### config.mk
export PLATFORM = sky130hd
export DESIGN_NAME = load_select_regbank_flat
export DESIGN_NICKNAME = d
export VERILOG_FILES = /design/src/rtl/load_select_if.sv /design/src/rtl/load_select_regbank.sv /design/src/flat_wrapper.sv
export SDC_FILE = /design/constraint.sdc
export NUM_CORES = 1
export LEC_CHECK = 0
export ABC_CLOCK_PERIOD_IN_PS = 2100
export BUFFER_PORTS_ARGS = -buffer_cell sky130_fd_sc_hd__buf_4
export CAP_MARGIN = 25
export CORE_UTILIZATION = 53
export DETAILED_ROUTE_END_ITERATION = 10
export GPL_TIMING_DRIVEN = 0
export PLACE_DENSITY_LB_ADDON = 0.15
export SLEW_MARGIN = 10
export SYNTH_ARGS = -nofsm -noshare
export SYNTH_HDL_FRONTEND = slang
export SYNTH_SLANG_ARGS = --single-unit
export TNS_END_PERCENT = 5
### constraint.sdc
create_clock -name clk_i -period 2.1 [get_ports clk_i]
set_input_delay 0.42 -clock clk_i [delete_from_list [all_inputs] [get_ports clk_i]]
set_output_delay 0.42 -clock clk_i [all_outputs]
set_load 0.03 [all_outputs]
### src/rtl/load_select_if.sv
// LOAD_SELECT bus between the control unit (master) and the register bank (slave).
// Signals:
//   load_valid  master -> slave  load command present
//   load_ready  slave  -> master bank can accept a command this cycle
//   load_sel    master -> slave  target register select
//   load_data   master -> slave  payload
interface load_select_if #(
    parameter int unsigned WordSize = 19,
    parameter int unsigned SelW     = 3
) ();
    logic                load_valid;
    logic                load_ready;
    logic [SelW-1:0]     load_sel;
    logic [WordSize-1:0] load_data;

    modport master (
        output load_valid,
        output load_sel,
        output load_data,
        input  load_ready
    );

    modport slave (
        input  load_valid,
        input  load_sel,
        input  load_data,
        output load_ready
    );
endinterface

### src/rtl/load_select_regbank.sv
// Register bank sinking LOAD_SELECT commands from the control unit.
// A command is accepted in IDLE, held for one COMMIT cycle, then written into
// PC / IR / A / B / C on the COMMIT->IDLE edge. Also provides PC auto-increment
// and a registered read-back port using the same select encoding.
// Ports:
//   clk_i, rst_ni   clock, synchronous active-low reset
//   bus             LOAD_SELECT handshake (slave side)
//   pc_inc_i        increment PC this cycle (ignored under freeze or PC commit)
//   freeze_i        stall: no accepts, no PC increment
//   rd_sel_i        read-back select; rd_data_o is registered, zero-extended
//   pc_o, ir_o, reg_a_o, reg_b_o, reg_c_o   register contents
//   load_ack_o      1-cycle pulse after a legal commit
//   illegal_sel_o   1-cycle pulse after a commit with sel 101-111
//   load_count_o    saturating count of legal commits
module load_select_regbank #(
    parameter int unsigned WordSize = 19,
    parameter int unsigned AddrSize = 20,
    parameter int unsigned SelW     = 3
) (
    input  logic                clk_i,
    input  logic                rst_ni,
    load_select_if.slave        bus,
    input  logic                pc_inc_i,
    input  logic                freeze_i,
    input  logic [SelW-1:0]     rd_sel_i,
    output logic [AddrSize-1:0] rd_data_o,
    output logic [AddrSize-1:0] pc_o,
    output logic [WordSize-1:0] ir_o,
    output logic [WordSize-1:0] reg_a_o,
    output logic [WordSize-1:0] reg_b_o,
    output logic [WordSize-1:0] reg_c_o,
    output logic                load_ack_o,
    output logic                illegal_sel_o,
    output logic [15:0]         load_count_o
);

    localparam logic [SelW-1:0] SelPc   = SelW'(0);
    localparam logic [SelW-1:0] SelIr   = SelW'(1);
    localparam logic [SelW-1:0] SelRegA = SelW'(2);
    localparam logic [SelW-1:0] SelRegB = SelW'(3);
    localparam logic [SelW-1:0] SelRegC = SelW'(4);

    typedef enum logic [0:0] {StIdle, StCommit} state_e;

    state_e              state_q, state_d;
    logic [SelW-1:0]     sel_q, sel_d;
    logic [WordSize-1:0] data_q, data_d;
    logic [AddrSize-1:0] pc_q, pc_d;
    logic [WordSize-1:0] ir_q, ir_d;
    logic [WordSize-1:0] a_q, a_d;
    logic [WordSize-1:0] b_q, b_d;
    logic [WordSize-1:0] c_q, c_d;
    logic [AddrSize-1:0] rd_data_q, rd_data_d;
    logic [15:0]         count_q, count_d;
    logic                ack_q, ack_d;
    logic                ill_q, ill_d;

    logic ready;
    logic accept;
    logic commit;
    logic legal;

    always_comb begin
        // rst_ni gating keeps ready low while reset is held, whatever the state.
        ready  = rst_ni && (state_q == StIdle) && !freeze_i;
        accept = bus.load_valid && ready;
        commit = (state_q == StCommit);
        legal  = commit && (sel_q <= SelRegC);

        state_d = state_q;
        sel_d   = sel_q;
        data_d  = data_q;
        unique case (state_q)
            StIdle: begin
                if (accept) begin
                    state_d = StCommit;
                    sel_d   = bus.load_sel;
                    data_d  = bus.load_data;
                end
            end
            StCommit: state_d = StIdle;
        endcase

        // A PC commit takes priority over a same-edge increment.
        pc_d = pc_q;
        if (legal && (sel_q == SelPc)) begin
            pc_d = AddrSize'(data_q);
        end else if (pc_inc_i && !freeze_i) begin
            pc_d = pc_q + AddrSize'(1);
        end

        ir_d = ir_q;
        a_d  = a_q;
        b_d  = b_q;
        c_d  = c_q;
        if (legal) begin
            case (sel_q)
                SelIr:   ir_d = data_q;
                SelRegA: a_d  = data_q;
                SelRegB: b_d  = data_q;
                SelRegC: c_d  = data_q;
                default: ;
            endcase
        end

        ack_d   = legal;
        ill_d   = commit && !legal;
        count_d = (legal && (count_q != 16'hFFFF)) ? count_q + 16'd1 : count_q;

        // Sampled from current register values: a same-edge write is not bypassed.
        case (rd_sel_i)
            SelPc:   rd_data_d = pc_q;
            SelIr:   rd_data_d = AddrSize'(ir_q);
            SelRegA: rd_data_d = AddrSize'(a_q);
            SelRegB: rd_data_d = AddrSize'(b_q);
            SelRegC: rd_data_d = AddrSize'(c_q);
            default: rd_data_d = '0;
        endcase
    end

    always_ff @(posedge clk_i) begin
        if (!rst_ni) begin
            state_q   <= StIdle;
            sel_q     <= '0;
            data_q    <= '0;
            pc_q      <= '0;
            ir_q      <= '0;
            a_q       <= '0;
            b_q       <= '0;
            c_q       <= '0;
            rd_data_q <= '0;
            count_q   <= '0;
            ack_q     <= 1'b0;
            ill_q     <= 1'b0;
        end else begin
            state_q   <= state_d;
            sel_q     <= sel_d;
            data_q    <= data_d;
            pc_q      <= pc_d;
            ir_q      <= ir_d;
            a_q       <= a_d;
            b_q       <= b_d;
            c_q       <= c_d;
            rd_data_q <= rd_data_d;
            count_q   <= count_d;
            ack_q     <= ack_d;
            ill_q     <= ill_d;
        end
    end

    assign bus.load_ready = ready;
    assign rd_data_o      = rd_data_q;
    assign pc_o           = pc_q;
    assign ir_o           = ir_q;
    assign reg_a_o        = a_q;
    assign reg_b_o        = b_q;
    assign reg_c_o        = c_q;
    assign load_ack_o     = ack_q;
    assign illegal_sel_o  = ill_q;
    assign load_count_o   = count_q;

endmodule

### src/flat_wrapper.sv
// flat-port wrapper written by rule: the top's interface ports become plain ports
module load_select_regbank_flat 
#(
    parameter int unsigned WordSize = 19,
    parameter int unsigned AddrSize = 20,
    parameter int unsigned SelW     = 3
)
  (clk_i, rst_ni, pc_inc_i, freeze_i, rd_sel_i, rd_data_o, pc_o, ir_o, reg_a_o, reg_b_o, reg_c_o, load_ack_o, illegal_sel_o, load_count_o, bus_load_valid, bus_load_sel, bus_load_data, bus_load_ready);
  load_select_if #(.WordSize(WordSize), .SelW(SelW)) bus_i ();
  input  logic clk_i;
  input  logic rst_ni;
  input  logic pc_inc_i;
  input  logic freeze_i;
  input  logic [SelW-1:0] rd_sel_i;
  output logic [AddrSize-1:0] rd_data_o;
  output logic [AddrSize-1:0] pc_o;
  output logic [WordSize-1:0] ir_o;
  output logic [WordSize-1:0] reg_a_o;
  output logic [WordSize-1:0] reg_b_o;
  output logic [WordSize-1:0] reg_c_o;
  output logic load_ack_o;
  output logic illegal_sel_o;
  output logic [15:0] load_count_o;
  input wire logic [$bits(bus_i.load_valid)-1:0] bus_load_valid;
  input wire logic [$bits(bus_i.load_sel)-1:0] bus_load_sel;
  input wire logic [$bits(bus_i.load_data)-1:0] bus_load_data;
  output wire logic [$bits(bus_i.load_ready)-1:0] bus_load_ready;
  assign bus_i.load_valid = bus_load_valid;
  assign bus_i.load_sel = bus_load_sel;
  assign bus_i.load_data = bus_load_data;
  assign bus_load_ready = bus_i.load_ready;
  load_select_regbank #(.WordSize(WordSize), .AddrSize(AddrSize), .SelW(SelW)) u_core (.clk_i(clk_i), .rst_ni(rst_ni), .bus(bus_i), .pc_inc_i(pc_inc_i), .freeze_i(freeze_i), .rd_sel_i(rd_sel_i), .rd_data_o(rd_data_o), .pc_o(pc_o), .ir_o(ir_o), .reg_a_o(reg_a_o), .reg_b_o(reg_b_o), .reg_c_o(reg_c_o), .load_ack_o(load_ack_o), .illegal_sel_o(illegal_sel_o), .load_count_o(load_count_o));
endmodule
== Word level (Yosys, flattened, before mapping) ==
Cells that the tools add are included.
Word-level totals
  bits in read-only memories: 0
  bits in latches: 0
  memories: 0
  memory bits (writable): 0
  bits in registers: 157
  logic and storage cells: 51
  output and inout bits: 135
  bits of input ports: 30
Cells by class
  shift operators: 0
  $add $sub $neg: 2
  order comparisons: 1
  multiplexer cells: 5
  eq/ne operators: 9
  multipliers: 0
  reduce and logical (&&, ||, !) cells: 19
  divide/modulo/power cells: 0
  bitwise gates (word level): 2
Operators with widths (number)
  case mux 20 bit (5 select lines): 1
  2-to-1 mux 19 bit: 2
  adder 20 x 1 -> 20 bit, second input constant: 1
  adder 16 x 1 -> 16 bit, second input constant: 1
  != test 16 bit, second input constant: 1
  == test 3 x 2 -> 1 bit, second input constant: 4
  AND reduction 2 bit: 5
  logical AND 1 bit: 8
  == test 3 x 1 -> 1 bit, second input constant: 2
  == test 3 bit, second input constant: 2
  zero test 3 bit: 2
  <= comparator 3 bit, second input constant: 1
  zero test 1 bit: 2
  NOT 1 bit: 2
  case mux 1 bit (2 select lines): 1
  nonzero test 2 bit: 1
  OR reduction 2 bit: 1
  2-to-1 mux 1 bit: 1

== Logic depth before layout (Yosys ltp) ==
Gate-level depths: netlist of the first run.
  depth after elaboration: 6
  gate-level depth with buffers: 7
  gate-level depth less buffers: 5

== Worst setup path before layout of the first run ==
No wires, ideal clock.
  path kind: flip-flop to flip-flop
  start point: register u_core.state_q, in the netlist u_core.commit
  end point: register u_core.data_q[0]
  stages on the path, launching flop included: 8
  data required time: 2030 ps
  path buffers: 2
  clock period less this slack: 2092 ps
  data arrival time: 2022 ps
  path slack: 8 ps
  library setup time: 70 ps
  cells stage by stage: dfxtp_1 buf_2 nor3b_1 nand2_1 inv_1 buf_2 nand2_1 a21oi_1
On the way
  word-level cells in the longest chain between the ends: 5
RTL lines
  start, declared: RTL line load_select_regbank.sv:45  | state_e state_q, state_d;
  start signal, assigned: RTL line load_select_regbank.sv:123  | state_q <= StIdle;
  start signal, assigned: RTL line load_select_regbank.sv:136  | state_q <= state_d;
  NOT 1 bit (no source line)
  logical AND 1 bit (2 in series): RTL line load_select_regbank.sv:65  | ready = rst_ni && (state_q == StIdle) && !freeze_i;
  via bus_load_ready: RTL line flat_wrapper.sv:27  | output wire logic [$bits(bus_i.load_ready)-1:0] bus_load_ready;
  logical AND 1 bit: RTL line load_select_regbank.sv:66  | accept = bus.load_valid && ready;
  AND reduction 2 bit (no source line)
  end signal, assigned: RTL line load_select_regbank.sv:138  | data_q <= data_d;
  end, declared: RTL line load_select_regbank.sv:47  | logic [WordSize-1:0] data_q, data_d;
The timed path passes the listed nets, and every way through them passes these cells.
A chain may end at the register's enable or synchronous reset.

== Final worst setup path of the first run ==
  start point: register u_core.state_q, in the netlist u_core.commit
  end point: output port bus_load_ready
On the way
  word-level cells in the longest chain between the ends: 3
RTL lines (RTL line)
  NOT 1 bit (no source line)
  logical AND 1 bit (2 in series): load_select_regbank.sv:65
  end, declared: flat_wrapper.sv:27
No other way between the ends.

==> results.json, run 1 <==
{
  "tightestPinTransition_ps": 691,
  "clock_latency_ps": 430,
  "synthTopCellsByCount": "nand2_1, dfxtp_1, a21oi_1",
  "yosys_warnings": 0,
  "period_minus_slack_ps": 2060,
  "ys_seq_elements": 157,
  "clock_path_buffers": 2,
  "mappedNetlistNets": 850,
  "vias": 6828,
  "routedWlPerCell_um": 17.8,
  "syn_inst": 818,
  "required_ps": 1680,
  "leakage_nw": 3.34,
  "synth.distinct_cells": 53,
  "met2_length_mm": 9.95,
  "clkTransAtPathRegs_ps": 60,
  "grt_first_pass_wirelength_mm": 32.4,
  "post_cts_resized": 1,
  "period_share_pct": 98.1,
  "status": "complete, no violations",
  "hold_class": "input port to flop",
  "synthFlopType": "dfxtp_1",
  "drt_wl_total_mm": 21.0,
  "drt-initial-drc-count": 586,
  "fmax_mhz": 485,
  "dr_wl_met3_mm": 1.84,
  "synthDominantCellAreaShare_pct": 46.7,
  "grt_max_degree": 17,
  "place_congestion": 0.948,
  "viasPerCell": 5.79,
  "drc": 0,
  "grt_pass1_vias": 6210,
  "cts_setup_buffers": 0,
  "cts_root_buffer": "clkbuf_16",
  "hold_viol": 0,
  "drtAntennaViolNets": 0,
  "dieArea_um2": 13200,
  "slew_headroom_pct": 53.9,
  "port_buffers": 162,
  "syn_area_um2": 6730,
  "setup.worst_path.end_class": "output pin",
  "cts_buffers": 17,
  "cts_sinks": 157,
  "top_layer": "met4",
  "layout.nets": 1032,
  "tns_ps": 0,
  "crit_arrival_ps": 1640,
  "drv_cap": 0,
  "grt_usage_pct": 32.3,
  "start_util_pct": 55.1,
  "wl_met1_mm": 8.83,
  "whs_ps": 235,
  "grt_remaining_overflow": 0,
  "cts_max_level": 4,
  "firstDrtPassIters": 5,
  "ios": 165,
  "diodes": 0,
  "cts_hold_buffers": 0,
  "synth_edf_count": 0,
  "yosysMostFrequentCell": "nand2_1",
  "synth_top_cell_by_area": "dfxtp_1",
  "fin_skew_ps": 10.9,
  "syn_avg_cell_area_um2": 8.23,
  "dp_hpwl_mm": 15.4,
  "drive_above_1_share_pct": 24.3,
  "power.density_nw_per_um2": 756,
  "finalMaxSlewViolations": 0,
  "setup_viol": 0,
  "antenna_found_initial": 0,
  "seq_area_frac_synth_pct": 46.7,
  "tritoncts": "built",
  "area_growth_pct": 30.4,
  "crit_fanout": 10,
  "nFillCells": 1015,
  "cp-start-kind": "flop",
  "fp-row-count": 40,
  "die_y_um": 115,
  "async_flop_share_pct": 0,
  "coreArea_um2": 12200,
  "crit_type": "flop to output pin",
  "die-width_um": 115,
  "ir_drop_v": 0.000469,
  "rsz0062_at_grt": "false",
  "synth.area.top_cells": "dfxtp_1, nand2_1, a21oi_1, a22oi_1, mux2_2"
}
==> power breakdown <==
| part | internal [mW] | total (mW) | switching, mW | leakage [nW] |
|---|---|---|---|---|
| sequential | 3.02 | 3.08 | 0.0658 | 1.27 |
| combinational | 0.142 | 0.406 | 0.264 | 1.77 |
| clock | 1.96 | 3.14 | 1.18 | 0.298 |
==> cell usage in the layout (no fill, tap or decap), types with 12 or more instances in the layout <==
cell         n
or4_1       12
buf_2       23
nand3_1     14
nand2_1    215
o21ai_0     19
clkbuf_1    35
a22oi_1     36
o22ai_1     18
and2_1      21
mux2_2      19
buf_4      162
clkbuf_16   17
dfxtp_1    157
a21oi_1    123
==> worst max-delay path, stage by stage, from the launching register on <==
cell     delay [ps]
dfxtp_1         320
buf_2           200
nor3b_1         440
buf_4           250
==> metal layers <==
layer / track usage [%] / vias up
li1: - / 3253
met1: 41.6 / 3201
met2: 53.1 / 331
met3: 7.52 / 43
met4: 11.8 / 0
met5: 0 / -
==> logic make-up (layout without fill, tap and decap cells) <==
logic type | after synthesis | count (layout) | share of synthesized area [%]
compound gates | 225 | 225 | 19.6
xor+xnor | 12 | 12 | 1.56
fa+ha+maj | 2 | 2 | 0.372
buf+inv | 65 | 259 | 4.26
flops | 157 | 157 | 46.7
mux | 23 | 23 | 3.77
simple gates | 334 | 334 | 23.7
==> final timing paths <==
| kind | cells after the start | to | slack [ps] | startpoint |
|---|---|---|---|---|
| worst min register to register | 2 | u_core.rd_data_o[19] | 470 | u_core.pc_o[19] |
| worst max-delay path | 3 | bus_load_ready | 40 | u_core.commit |
| worst max register to register | 6 | u_core.pc_o[7] | 90 | u_core.sel_q[2] |
| worst min-delay path | 3 | u_core.sel_q[1] | 230 | bus_load_sel[1] |
==> area by class of cell <==
class	instances	area [um^2]	share of cell area, %
plain buffers	57	256	2.92
clock buffers	26	529	6.03
clock inverters	5	77.6	0.884
inverters	8	30.0	0.342
multi-input cells	596	3310	37.7
flip-flops and latches	157	3140	35.8
well taps	168	210	2.40
repair buffers	163	1220	13.9
==> per-stage QoR <==
step / setup WS [ps] / power (mW) / util, % / std cells / area [um^2]
floorplan: 7.98 / 3.37 / - / 818 / 6730
global placement: 0.00933 / 3.54 / 66.8 / 1148 / 8160
detailed placement: 25.6 / 3.54 / 66.8 / 1149 / 8160
CTS: 66.2 / 6.61 / 71.9 / 1180 / 8780
global route: 18.8 / 6.81 / 71.9 / 1180 / 8780
finish: 39.3 / 6.63 / 71.9 / 1180 / 8780
==> state kept, by name (all words and copies together) (netlist names) <==
register / cells
u_core.reg_a_o: 19
u_core.illegal_sel_o: 1
u_core.rd_data_o: 20
u_core.ir_o: 19
u_core.load_count_o: 16
u_core.pc_o: 20
u_core.reg_c_o: 19
u_core.commit: 1
u_core.reg_b_o: 19
u_core.sel_q: 3
u_core.data_q: 19
u_core.load_ack_o: 1
Note: power is estimated with default switching activity, not from simulation.
==> run 2: changes to the inputs <==
--- a/config.mk
+++ b/config.mk
@@ -11,7 +11,7 @@
 export CORE_UTILIZATION = 53
 export DETAILED_ROUTE_END_ITERATION = 10
 export GPL_TIMING_DRIVEN = 0
-export PLACE_DENSITY_LB_ADDON = 0.15
+export PLACE_DENSITY = 0.79
 export SLEW_MARGIN = 10
 export SYNTH_ARGS = -nofsm -noshare
 export SYNTH_HDL_FRONTEND = slang
==> constraint.sdc (replaced) <==
create_clock -name clk_i -period 2.1 [get_ports clk_i]
set_input_delay 0.105 -clock clk_i [delete_from_list [all_inputs] [get_ports clk_i]]
set_output_delay 0.105 -clock clk_i [all_outputs]
set_load 0.03 [all_outputs]
==> results.json, run 2 (synthesized netlist as in run 1, its figures left out) <==
{
  "status": "complete, no violations",
  "ios": 165,
  "vias": 6982,
  "r2r_cells": 6,
  "fin_skew_ps": 5.52,
  "die-width_um": 115,
  "worst_slack_ps": 144,
  "drtAntennaViolNets": 0,
  "drv_cap": 0,
  "place_congestion": 0.948,
  "tightestPinTransition_ps": 682,
  "cts_sinks": 157,
  "multi_input_area_um2": 3320,
  "leakage_nw": 3.40,
  "drc": 0,
  "cp-start-kind": "flop",
  "drt-initial-drc-count": 713,
  "pre_cts_slack_ps": 117,
  "ir_drop_v": 0.000510,
  "finalMaxSlewViolations": 0,
  "grt_pass1_vias": 6256,
  "crit_type": "flop to flop",
  "finalNonFillerCells": 1198,
  "crit_fanout": 10,
  "seqCellArea_um2": 3140,
  "drive_above_1_share_pct": 23.7,
  "routedWlPerCell_um": 17.5,
  "gr-usage-met3_pct": 7.31,
  "grt_max_degree": 17,
  "grt_busiest_layer": "met2",
  "place_inst": 1149,
  "hold_end": "u_core.sel_q[2]",
  "r2r-start": "u_core.sel_q[2]",
  "grt_usage_pct": 32.7,
  "whs_ps": 64.3,
  "rrSetupSlack_ps": 140,
  "tritoncts": "built",
  "drt_wl_total_mm": 21.0,
  "dieArea_um2": 13200,
  "clock_latency_ps": 430,
  "holdPathStages": 4,
  "clkTransAtPathRegs_ps": 60,
  "period_share_pct": 93.1,
  "fp-row-count": 40,
  "tns_ps": 0,
  "grt_first_pass_wirelength_mm": 32.9,
  "nFillCells": 1003,
  "cts_root_buffer": "clkbuf_16",
  "hold_viol": 0,
  "setup_viol": 0,
  "rsz0062_at_grt": "false",
  "port_buffers": 162,
  "cts_max_level": 4,
  "layout.nets": 1054,
  "crit_arrival_ps": 2240,
  "fmax_mhz": 511,
  "r2r-end": "u_core.pc_o[17]",
  "final_common_cell": "nand2_1",
  "start_util_pct": 55.1,
  "power.density_nw_per_um2": 707,
  "grt_remaining_overflow": 0,
  "die_y_um": 115,
  "diodes": 0,
  "dp_hpwl_mm": 15.3,
  "slew_headroom_pct": 54.5,
  "firstDrtPassIters": 9,
  "hp-start": "bus_load_valid",
  "setup.worst_path.end_class": "flop",
  "totalPowerFinal_mw": 6.32,
  "coreArea_um2": 12200,
  "antenna_found_initial": 0,
  "viasPerCell": 5.83,
  "grtUsageMet2_pct": 52.4,
  "layout_common_cells": "nand2_1, buf_4, dfxtp_1",
  "period_minus_slack_ps": 1960,
  "hold_class": "input port to flop",
  "area_growth_pct": 32.7,
  "required_ps": 2380,
  "clock_path_buffers": 2,
  "use_met1_pct": 43.2,
  "cts_buffers": 17
}
run 2: cell types whose count changed in the layout (fill, tap and decap cells not counted):
cell,previous run,this run
bufinv_16,2,0
clkinvlp_4,1,0
nor3b_1,2,1
clkinv_2,2,1
nor3b_2,0,1
dlygate4sd3_1,0,22
ha_1,2,1
ha_2,0,1
run 2: layer usage:
layer,vias to the layer above,wire length [um]
met5,-,0
li1,3285,-
met3,41,2060
met1,3261,8660
met2,395,9800
met4,0,442
run 2: per-stage QoR:
stage,util [%],instance area (um^2)
2_1_floorplan,-,6730
3_3_place_gp,66.8,8160
3_5_place_dp,66.8,8160
4_1_cts,73.0,8920
5_1_grt,73.1,8930
6_report,73.1,8930
run 2: area by class of cell:
type	count	share of cell area, %
plain buffers	57	2.87
clock buffers	26	5.93
repair buffers	185	16.1
multi-input cells	596	37.1
well taps	168	2.35
clock inverters	1	0.0560
inverters	8	0.336
flip-flops and latches	157	35.2
run 2: worst max-delay path by stage:
stage                                        end                    from  cells past startpoint
after global routing          u_core.reg_a_o[12]           u_core.commit                      6
after global placement           u_core.pc_o[18]           u_core.commit                      5
after floorplan                 u_core.data_q[0]           u_core.commit                      7
after CTS                 u_core.load_count_o[2]  u_core.load_count_o[0]                      6
after detailed placement  u_core.load_count_o[2]  u_core.load_count_o[0]                      6
final                            u_core.pc_o[17]         u_core.sel_q[2]                      6
run 2: critical path, cell delays in order (launching register included):
cell      delay [ps]
dfxtp_1          290
buf_2            170
or4b_1           540
buf_2            220
clkbuf_1         230
o21ai_0          280
a31oi_1           70
run 2: repair_timing:
item                                   in CTS  in global routing
gates resized for setup                     0                  3
setup buffers                               0                  0
hold buffers                               22                  0
endpoints found under the hold margin      22                  0
setup endpoints to repair                   0                  7
run 2: power by group:
group / leakage, nW / total [mW] / internal [mW] / switching (mW)
registers: 1.27 / 3.09 / 3.02 / 0.0669
clock network: 0.266 / 2.79 / 1.69 / 1.10
logic: 1.86 / 0.437 / 0.169 / 0.268
total: 3.40 / 6.32 / 4.88 / 1.43
